`src/rtl/write_burst_master.sv`:
```
// write_burst_master: turns a (start address, length in beats) command into a
// sequence of Avalon-MM write bursts of at most MAX_BURST beats each. Write
// data passes straight from the sink stream to the master port with no
// buffering. The number of bursts still awaiting a write response is bounded.
module write_burst_master #(
    parameter int ADDRESS_WIDTH     = 48,
    parameter int DATA_WIDTH        = 512,
    parameter int BURST_WIDTH       = 3,
    parameter int LENGTH_WIDTH      = 20,
    parameter int MAX_PENDING_WIDTH = 6
) (
    input  logic                      clk,
    input  logic                      reset_n,
    input  logic                      cmd_valid,
    output logic                      cmd_ready,
    input  logic [ADDRESS_WIDTH-1:0]  cmd_address,
    input  logic [LENGTH_WIDTH-1:0]   cmd_length,
    input  logic [DATA_WIDTH-1:0]     snk_data,
    input  logic                      snk_valid,
    output logic                      snk_ready,
    output logic [ADDRESS_WIDTH-1:0]  m_address,
    output logic [DATA_WIDTH-1:0]     m_writedata,
    output logic                      m_write,
    output logic [DATA_WIDTH/8-1:0]   m_byteenable,
    output logic [BURST_WIDTH-1:0]    m_burst,
    input  logic                      m_waitrequest,
    input  logic [1:0]                m_response,
    input  logic                      m_write_response_valid,
    output logic                      busy,
    output logic                      done,
    output logic                      error
);

    localparam int BYTES      = DATA_WIDTH / 8;
    localparam int BYTE_SHIFT = $clog2(BYTES);
    localparam logic [LENGTH_WIDTH-1:0] MAX_BURST_LEN = LENGTH_WIDTH'(2 ** (BURST_WIDTH - 1));
    localparam logic [BURST_WIDTH-1:0]  MAX_BURST_BT  = BURST_WIDTH'(2 ** (BURST_WIDTH - 1));

    typedef enum logic [1:0] {
        IDLE      = 2'd0,
        BURST     = 2'd1,
        WAIT_RESP = 2'd2
    } state_t;

    state_t                       state_r;
    state_t                       state_next_s;
    logic [ADDRESS_WIDTH-1:0]     address_r;
    logic [LENGTH_WIDTH-1:0]      remaining_r;
    logic [BURST_WIDTH-1:0]       beat_cnt_r;
    logic [MAX_PENDING_WIDTH-1:0] pending_r;
    logic [MAX_PENDING_WIDTH-1:0] pending_next_s;
    logic                         error_r;
    logic                         done_r;

    logic [BURST_WIDTH-1:0]       burst_size_s;
    logic [ADDRESS_WIDTH-1:0]     burst_bytes_s;
    logic                         cmd_accept_s;
    logic                         may_issue_s;
    logic                         beat_s;
    logic                         first_beat_s;
    logic                         last_beat_s;
    logic                         resp_dec_s;
    logic                         resp_err_s;

    // Size of the current burst: whatever is left, capped at MAX_BURST.
    // remaining_r only changes at a burst boundary, so this is stable per burst.
    always_comb begin
        if (remaining_r >= MAX_BURST_LEN) begin
            burst_size_s = MAX_BURST_BT;
        end else begin
            burst_size_s = remaining_r[BURST_WIDTH-1:0];
        end
    end

    // Beat/handshake qualifiers. A burst that has already begun always finishes;
    // only its first beat is held back when the outstanding-burst limit is hit.
    always_comb begin
        burst_bytes_s = ADDRESS_WIDTH'(burst_size_s) << BYTE_SHIFT;
        cmd_accept_s  = cmd_valid & cmd_ready;
        may_issue_s   = (beat_cnt_r != BURST_WIDTH'(0)) | ~pending_r[MAX_PENDING_WIDTH-1];
        beat_s        = m_write & ~m_waitrequest;
        first_beat_s  = beat_s & (beat_cnt_r == BURST_WIDTH'(0));
        last_beat_s   = beat_s & (beat_cnt_r == (burst_size_s - BURST_WIDTH'(1)));
        resp_dec_s    = m_write_response_valid & (pending_r != MAX_PENDING_WIDTH'(0));
        resp_err_s    = m_write_response_valid & (m_response != 2'b00);
    end

    // Outstanding-burst count: +1 on each burst's first beat, -1 per response,
    // responses arriving with nothing outstanding are dropped.
    always_comb begin
        case ({first_beat_s, resp_dec_s})
            2'b10:   pending_next_s = pending_r + MAX_PENDING_WIDTH'(1);
            2'b01:   pending_next_s = pending_r - MAX_PENDING_WIDTH'(1);
            default: pending_next_s = pending_r;
        endcase
    end

    // FSM state register.
    always_ff @(posedge clk or negedge reset_n) begin
        if (!reset_n) begin
            state_r <= IDLE;
        end else begin
            state_r <= state_next_s;
        end
    end

    // FSM next-state logic.
    always_comb begin
        state_next_s = state_r;
        case (state_r)
            IDLE: begin
                if (cmd_accept_s && (cmd_length != LENGTH_WIDTH'(0))) begin
                    state_next_s = BURST;
                end else begin
                    state_next_s = IDLE;
                end
            end
            BURST: begin
                if (last_beat_s && (remaining_r == LENGTH_WIDTH'(burst_size_s))) begin
                    state_next_s = WAIT_RESP;
                end else begin
                    state_next_s = BURST;
                end
            end
            WAIT_RESP: begin
                if (pending_next_s == MAX_PENDING_WIDTH'(0)) begin
                    state_next_s = IDLE;
                end else begin
                    state_next_s = WAIT_RESP;
                end
            end
            default: state_next_s = IDLE;
        endcase
    end

    // FSM outputs; m_write and snk_ready are combinational so data needs no buffer.
    always_comb begin
        cmd_ready = (state_r == IDLE);
        busy      = (state_r != IDLE);
        m_write   = (state_r == BURST) & snk_valid & may_issue_s;
        snk_ready = m_write & ~m_waitrequest;
    end

    // Control and status registers.
    always_ff @(posedge clk or negedge reset_n) begin
        if (!reset_n) begin
            remaining_r <= LENGTH_WIDTH'(0);
            beat_cnt_r  <= BURST_WIDTH'(0);
            pending_r   <= MAX_PENDING_WIDTH'(0);
            error_r     <= 1'b0;
            done_r      <= 1'b0;
        end else begin
            pending_r <= pending_next_s;
            done_r    <= (cmd_accept_s & (cmd_length == LENGTH_WIDTH'(0)))
                       | ((state_r == WAIT_RESP) & (state_next_s == IDLE));
            if (cmd_accept_s) begin
                remaining_r <= cmd_length;
                beat_cnt_r  <= BURST_WIDTH'(0);
                error_r     <= 1'b0;
            end else begin
                if (resp_err_s) begin
                    error_r <= 1'b1;
                end else begin
                    error_r <= error_r;
                end
                if (last_beat_s) begin
                    remaining_r <= remaining_r - LENGTH_WIDTH'(burst_size_s);
                    beat_cnt_r  <= BURST_WIDTH'(0);
                end else if (beat_s) begin
                    beat_cnt_r  <= beat_cnt_r + BURST_WIDTH'(1);
                end else begin
                    beat_cnt_r  <= beat_cnt_r;
                end
            end
        end
    end

    // Burst address register; needs no reset because it is loaded on every accept.
    always_ff @(posedge clk) begin
        if (cmd_accept_s) begin
            address_r <= cmd_address;
        end else if (last_beat_s) begin
            address_r <= address_r + burst_bytes_s;
        end else begin
            address_r <= address_r;
        end
    end

    assign m_address    = address_r;
    assign m_burst      = burst_size_s;
    assign m_writedata  = snk_data;
    assign m_byteenable = {BYTES{1'b1}};
    assign done         = done_r;
    assign error        = error_r;

endmodule

```
`config.mk`:
```
export PLATFORM = sky130hd
export DESIGN_NAME = write_burst_master
export DESIGN_NICKNAME = d
export VERILOG_FILES = /design/src/rtl/write_burst_master.sv
export SDC_FILE = /design/constraint.sdc
export NUM_CORES = 1
export LEC_CHECK = 0
export CORE_AREA = 2 2 482 484
export CTS_BUF_LIST = sky130_fd_sc_hd__clkbuf_8 sky130_fd_sc_hd__clkbuf_16
export CTS_CLUSTER_DIAMETER = 40
export CTS_CLUSTER_SIZE = 12
export DETAILED_ROUTE_END_ITERATION = 10
export DIE_AREA = 0 0 484 486
export PLACE_DENSITY = 0.3
export REMOVE_ABC_BUFFERS = 1
export SLEW_MARGIN = 15
export SYNTH_ARGS = -nofsm -noshare
export SYNTH_HDL_FRONTEND = slang
export SYNTH_SLANG_ARGS = --single-unit
```
`constraint.sdc`:
```
create_clock -name clk -period 4.2 [get_ports clk]
set_clock_uncertainty 0.15 [all_clocks]
set_input_delay 0.63 -clock clk [delete_from_list [all_inputs] [get_ports clk]]
set_output_delay 0.63 -clock clk [all_outputs]
set_load 0.02 [all_outputs]
```
== After elaboration in Yosys (flattened, before gate mapping) ==
Cells that the tools add are included.

* Add/subtract/negate cells: 6
* $lt $le $gt $ge: 1
* Eq/ne operators: 6
* Mux-type cells: 15
* Bitwise operators: 14
* Reductions and logical operators: 15

{| class="wikitable"
|+ Operators by type and width
! kind !! number
|-
| 2-to-1 mux 48 bit || 2
|-
| adder 48 x 9 -> 48 bit || 1
|-
| 2-to-1 mux 20 bit || 2
|-
| equality test 20 x 3 -> 1 bit || 1
|-
| greater-or-equal comparator 20 x 3 -> 1 bit (second input constant) || 1
|-
| zero test 20 bit || 1
|-
| nonzero test 20 bit || 1
|-
| subtractor 20 x 3 -> 20 bit || 1
|-
| 2-to-1 mux 3 bit || 4
|-
| one-hot mux 6 bit (2 select lines) || 1
|-
| AND 1 bit || 10
|-
| nonzero test 2 bit || 4
|-
| adder 6 x 1 -> 6 bit (second input constant) || 1
|-
| zero test 6 bit || 1
|-
| one-hot mux 2 bit (3 select lines) || 1
|-
| nonzero test 3 bit || 2
|-
| nonzero test 6 bit || 1
|-
| subtractor 6 x 1 -> 6 bit (second input constant) || 1
|-
| equality test 2 x 1 -> 1 bit (second input constant) || 2
|-
| equality test 2 bit (second input constant) || 2
|-
| zero test 2 bit || 2
|-
| 2-to-1 mux 2 bit || 2
|-
| adder 3 x 1 -> 3 bit (second input constant) || 1
|-
| equality test 3 bit || 1
|-
| other kinds (6) || 11
|}

* Register bits: 81

== Logic depth before layout (Yosys ltp) ==
* Depth after elaboration: 13
* Depth in mapped cells: 15
* Mapped depth without buffers: 15

== Worst setup path after synthesis ==
OpenSTA, ideal clock, no wires.

* Kind: register to register
* Start point: register remaining_r[15]
* End point: register address_r[10] (netlist: m_address[10]), enable pin
* Library setup time: 0.400 ns
* Arrival: 3.892 ns
* Path slack: -0.242 ns
* Stages on the path, launching flop included: 13
* Cell sequence: dfrtp_1 > or4_4 > nand4bb_4 > nor2_4 > and2_1 > inv_1 > ha_1 > xor2_1 > nand3_1 > nor3_1 > a21oi_2 > buf_2 > nand2_1

* Word-level cells in the longest chain between the ends: 6

{| class="wikitable"
|+ RTL lines
! item !! line !! text
|-
| from (decl) || 48 || <nowiki>logic [LENGTH_WIDTH-1:0] remaining_r;</nowiki>
|-
| from (signal assigned) || 157 || <nowiki>remaining_r <= cmd_length;</nowiki>
|-
| from (signal assigned) || 167 || <nowiki>remaining_r <= remaining_r - LENGTH_WIDTH'(burst_size_s);</nowiki>
|-
| greater-or-equal comparator 20 x 3 -> 1 bit || 68 || <nowiki>if (remaining_r >= MAX_BURST_LEN) begin</nowiki>
|-
| 2-to-1 mux 3 bit || 68 ||
|-
| net m_burst[0] || 25 || <nowiki>output logic [BURST_WIDTH-1:0] m_burst,</nowiki>
|-
| subtractor 3 x 1 -> 3 bit || 83 || <nowiki>last_beat_s = beat_s & (beat_cnt_r == (burst_size_s - BURST_WIDTH'(1)));</nowiki>
|-
| equality test 3 bit || 83 ||
|-
| AND 1 bit || 83 ||
|-
| nonzero test 2 bit (no source line) || - ||
|-
| to (signal assigned) || 181 || <nowiki>address_r <= cmd_address;</nowiki>
|-
| to (signal assigned) || 183 || <nowiki>address_r <= address_r + burst_bytes_s;</nowiki>
|-
| to (signal assigned) || 185 || <nowiki>address_r <= address_r;</nowiki>
|-
| to (decl) || 47 || <nowiki>logic [ADDRESS_WIDTH-1:0] address_r;</nowiki>
|}

The timed path passes the listed nets, and every way through them passes these cells.
A chain may end at the register's enable or synchronous reset.

== Worst setup path in the final report ==
* Start point: register remaining_r[15]
* End point: register address_r[28] (netlist: m_address[28]) (data pin)

* Word-level cells in the longest chain between the ends: 5

{| class="wikitable"
|+ RTL lines
! item !! line !! text
|-
| greater-or-equal comparator 20 x 3 -> 1 bit || 68 ||
|-
| 2-to-1 mux 3 bit || 68 ||
|-
| adder 48 x 9 -> 48 bit || 183 ||
|-
| 2-to-1 mux 48 bit || 182 || <nowiki>end else if (last_beat_s) begin</nowiki>
|-
| 2-to-1 mux 48 bit || 180 || <nowiki>if (cmd_accept_s) begin</nowiki>
|}

No other way between the ends. The select of a mux whose other input is x is not followed.

==> metrics.md <==
| Metric | Value |
|---|---|
| Die H | 486 um |
| Aggregate global-route resource usage | 28.9% |
| Power Dens Cells | 267 nW/um^2 |
| First-pass GRT wire length | 365000 um |
| Dpl cells | 3775 |
| Nets | 1364 |
| Async set-or-reset flop fraction in the synthesized netlist | 40.7% |
| CP Launch Type | register |
| TritonCTS Sinks | 81 |
| Crit path max fanout | 5 |
| Main synth FF type | edfxtp_1 |
| Sequential share of power | 36.1% |
| Max-slew headroom at the worst pin | 49.8% |
| Max Cap Viol | 0 |
| CORE AREA | 229000 um^2 |
| Final Hold Viols | 0 |
| Most common cell type on the critical path | buf_4 |
| Post-DP HPWL | 342000 um |
| Fin cells | 3794 |
| Cell Area, Synth | 9340 um^2 |
| Final Cycle Share | 96.5% |
| Leakage | 2.87 nW |
| Detail Route Antenna Nets | 0 |
| Initial antenna violation count | 7 |
| TritonCTS buffer count | 9 |
| NetSw | 1.17 mW |
| Clock-pin slew on the worst setup and hold paths | 0.10 ns |
| CP endpoint kind | register |
| CP arrival | 4.11 ns |
| Area contributors post-synth | buf_4, edfxtp_1, dfrtp_1, nand2_1, xor2_1 |
| Fmax | 247 MHz |
| DR iter-0 viols | 887 |
| Gate Count Post-Synth | 1106 |
| DRT Wirelength | 349000 um |
| Avg Cell Area, Syn | 8.44 um^2 |
| Synth Register Bits | 81 |
| # fillers | 27300 |
| Worst Hold Slack | 0.370 ns |
| Switching share of power | 39.9% |
| CTS root buffer | clkbuf_16 |
| Rows | 176 |
| VDD IR max | 172 uV |
| Vias per cell | 2.15 |
| Worst skew pair latency | 0.48 ns |
| Cell taking the most area after synthesis | buf_4 |
| Slowest cell delay on critical path | 0.57 ns |
| Top delay family on crit path | simple AND/OR/NAND/NOR gates |
| Initial Util | 4.07% |
| Die width | 484 um |
| Gpl congestion | 1.32 |
| H-tree Lvls | 3 |
| Worst hold path type | reg2reg |
| Comb pwr share | 31.0% |
| Register area | 2270 um^2 |
| Unrepaired setup endpoints after global routing | no |
| Most common cell in the netlist | buf_4 |
| Port buffer count | 132 |
| Layout cells sized above 1 | 11.1% |
| Die ar. | 235000 um^2 |
| DRC Markers | 0 |
| EDFF count, synth | 48 |
| Critical Path RT | 4.26 ns |
| WL/cell | 92.0 um |
| CP Buf/Inv Count | 3 |
| TritonRoute pass-1 iters | 7 |
| Worst-Margin Slew | 0.752 ns |
| Vias in the first global route | 6567 |
| Post-synth top area share | 46.3% |
| CP Class | reg2reg |
| Distinct cells, synth | 64 |
| Min Tclk post-route | 4.05 ns |
| GR Overflow Total | 0 |
| Total number of vias | 8175 |
| Sequential area share after synthesis | 24.3% |
| CTS tree | built |
| Area growth syn-to-layout | 17.6% |
| Maximum root-to-sink buffer count | 2 |
| IO Pins | 1221 |
| Top cells by count, synth | buf_4, nand2_1, o21ai_0, edfxtp_1, xor2_1 |
| Yosys synthesis warning count | 0 |
| Clock Power Share | 32.8% |
| Pins Over Slew Limit | 0 |
| Status | finished, final reports clean |
| CP cell instances | or4_4 -> nand4bb_4 -> nor2_4 -> and2_4 -> ha_1 -> inv_1 -> fa_1 -> nand2b_1 -> a21o_1 -> buf_4 -> nor2_1 -> buf_4 -> nand4_1 -> xor2_1 -> o21ai_0 |
| Endpoints failing setup | 0 |
| Largest net degree at the start of global routing | 40 |
| Worst path slowest cell | or4_4 |
| Multi-input gate area | 2860 um^2 |
| Internal power | 1.76 mW |
path summary, 6_finish.rpt:
check | start | to | slack (ns) | cells past startpoint
worst min-delay path | error | error | 0.37 | 2
worst max-delay path | remaining_r[15] | m_address[28] | 0.15 | 15
max in group asynchronous | reset_n | error | 2.60 | 3
worst min register to register | error | error | 0.37 | 2
min in group asynchronous | reset_n | remaining_r[5] | 0.46 | 2
worst max register to register | remaining_r[15] | m_address[28] | 0.15 | 15
routing by layer:
| metal | share of wire [%] | track usage, % | vias up |
|---|---|---|---|
| met1 | 5.1 | 3.58 | 3348 |
| li1 | - | - | 2357 |
| met4 | 8.6 | 20.7 | 56 |
| met5 | 1.8 | 19.9 | - |
| met2 | 53 | 54.2 | 2208 |
| met3 | 32 | 43.6 | 206 |
state kept, by name (all words and copies together), names as in the netlist:
register     count
remaining_r     20
beat_cnt_r       3
state_r          2
pending_r        6
done             1
error            1
m_address       48
metrics by stage:
| stage | area (um^2) | total power [mW] | util, % | setup slack (ns) | TNS, ns |
|---|---|---|---|---|---|
| detailed placement | 10700 | 1.98 | 4.65 | -0.0544 | -0.106 |
| CTS | 11000 | 2.97 | 4.78 | 0.0464 | 0 |
| global route | 11000 | 3.08 | 4.79 | 0.00175 | 0 |
| global placement | 10700 | 1.99 | 4.65 | -0.0805 | -0.0859 |
| floorplan | 5170 | 1.57 | - | -0.445 | -18.67 |
| finish | 11000 | 2.93 | 4.79 | 0.148 | 0 |
logic make-up after synthesis:
| group | share of synthesized area [%] |
|---|---|
| flip-flops | 24.3 |
| multiplexers | 0.884 |
| XOR/XNOR | 4.32 |
| buffers and inverters | 48.0 |
| AO/OA/AOI/OAI | 6.63 |
| AND/OR/NAND/NOR | 13.8 |
| adder cells (fa/ha/maj) | 2.04 |
| other | 0.0402 |
power by group through the flow:
stage               Clock [mW]  Combinational [mW]  Sequential (mW)
floorplan                    0               0.509             1.06
global placement             0               0.912             1.08
detailed placement           0               0.909             1.07
CTS                       1.00               0.914             1.06
global route              1.00                1.00             1.07
finish                   0.964               0.911             1.06
timing repair:
action                                  CTS  global route
gates resized for setup                   1             1
setup buffers                             0             1
gates cloned                              0             0
endpoints found under the hold margin    13             0
endpoints found under the setup margin    4             6
hold buffers                              1             0
cell type report:
| type | instances | share of cell area [%] |
|---|---|---|
| clock inverter | 7 | 0.615 |
| multi-input combinational | 475 | 26.0 |
| antenna | 1 | 0.0228 |
| inverter | 18 | 0.638 |
| tap | 3026 | 34.5 |
| clock buffer | 9 | 2.05 |
| sequential | 81 | 20.6 |
| timing repair buffer | 177 | 15.5 |
placed cells by master, fill, tap and decap left out, types with 13 or more instances in the layout:
| cell | netlist | layout |
|---|---|---|
| and3_1 | 16 | 16 |
| buf_4 | 576 | 40 |
| clkdlybuf4s50_1 | 0 | 131 |
| conb_1 | 1 | 65 |
| dfrtp_1 | 33 | 33 |
| edfxtp_1 | 48 | 48 |
| inv_1 | 17 | 16 |
| nand2_1 | 91 | 90 |
| nand3_1 | 30 | 30 |
| nor2_1 | 22 | 21 |
| nor3_1 | 16 | 15 |
| nor4_1 | 14 | 13 |
| o21ai_0 | 49 | 49 |
| xor2_1 | 36 | 36 |
worst register-to-register path: cells and delay by family, from the launching register on:
kind / cells / cell delay (ns)
buffers and inverters: 3 / 0.45
AND/OR/NAND/NOR: 7 / 1.74
adder cells (fa/ha/maj): 2 / 0.58
AO/OA/AOI/OAI: 2 / 0.32
flip-flops: 1 / 0.40
XOR/XNOR: 1 / 0.15
Note: power is estimated with default switching activity, not from simulation.
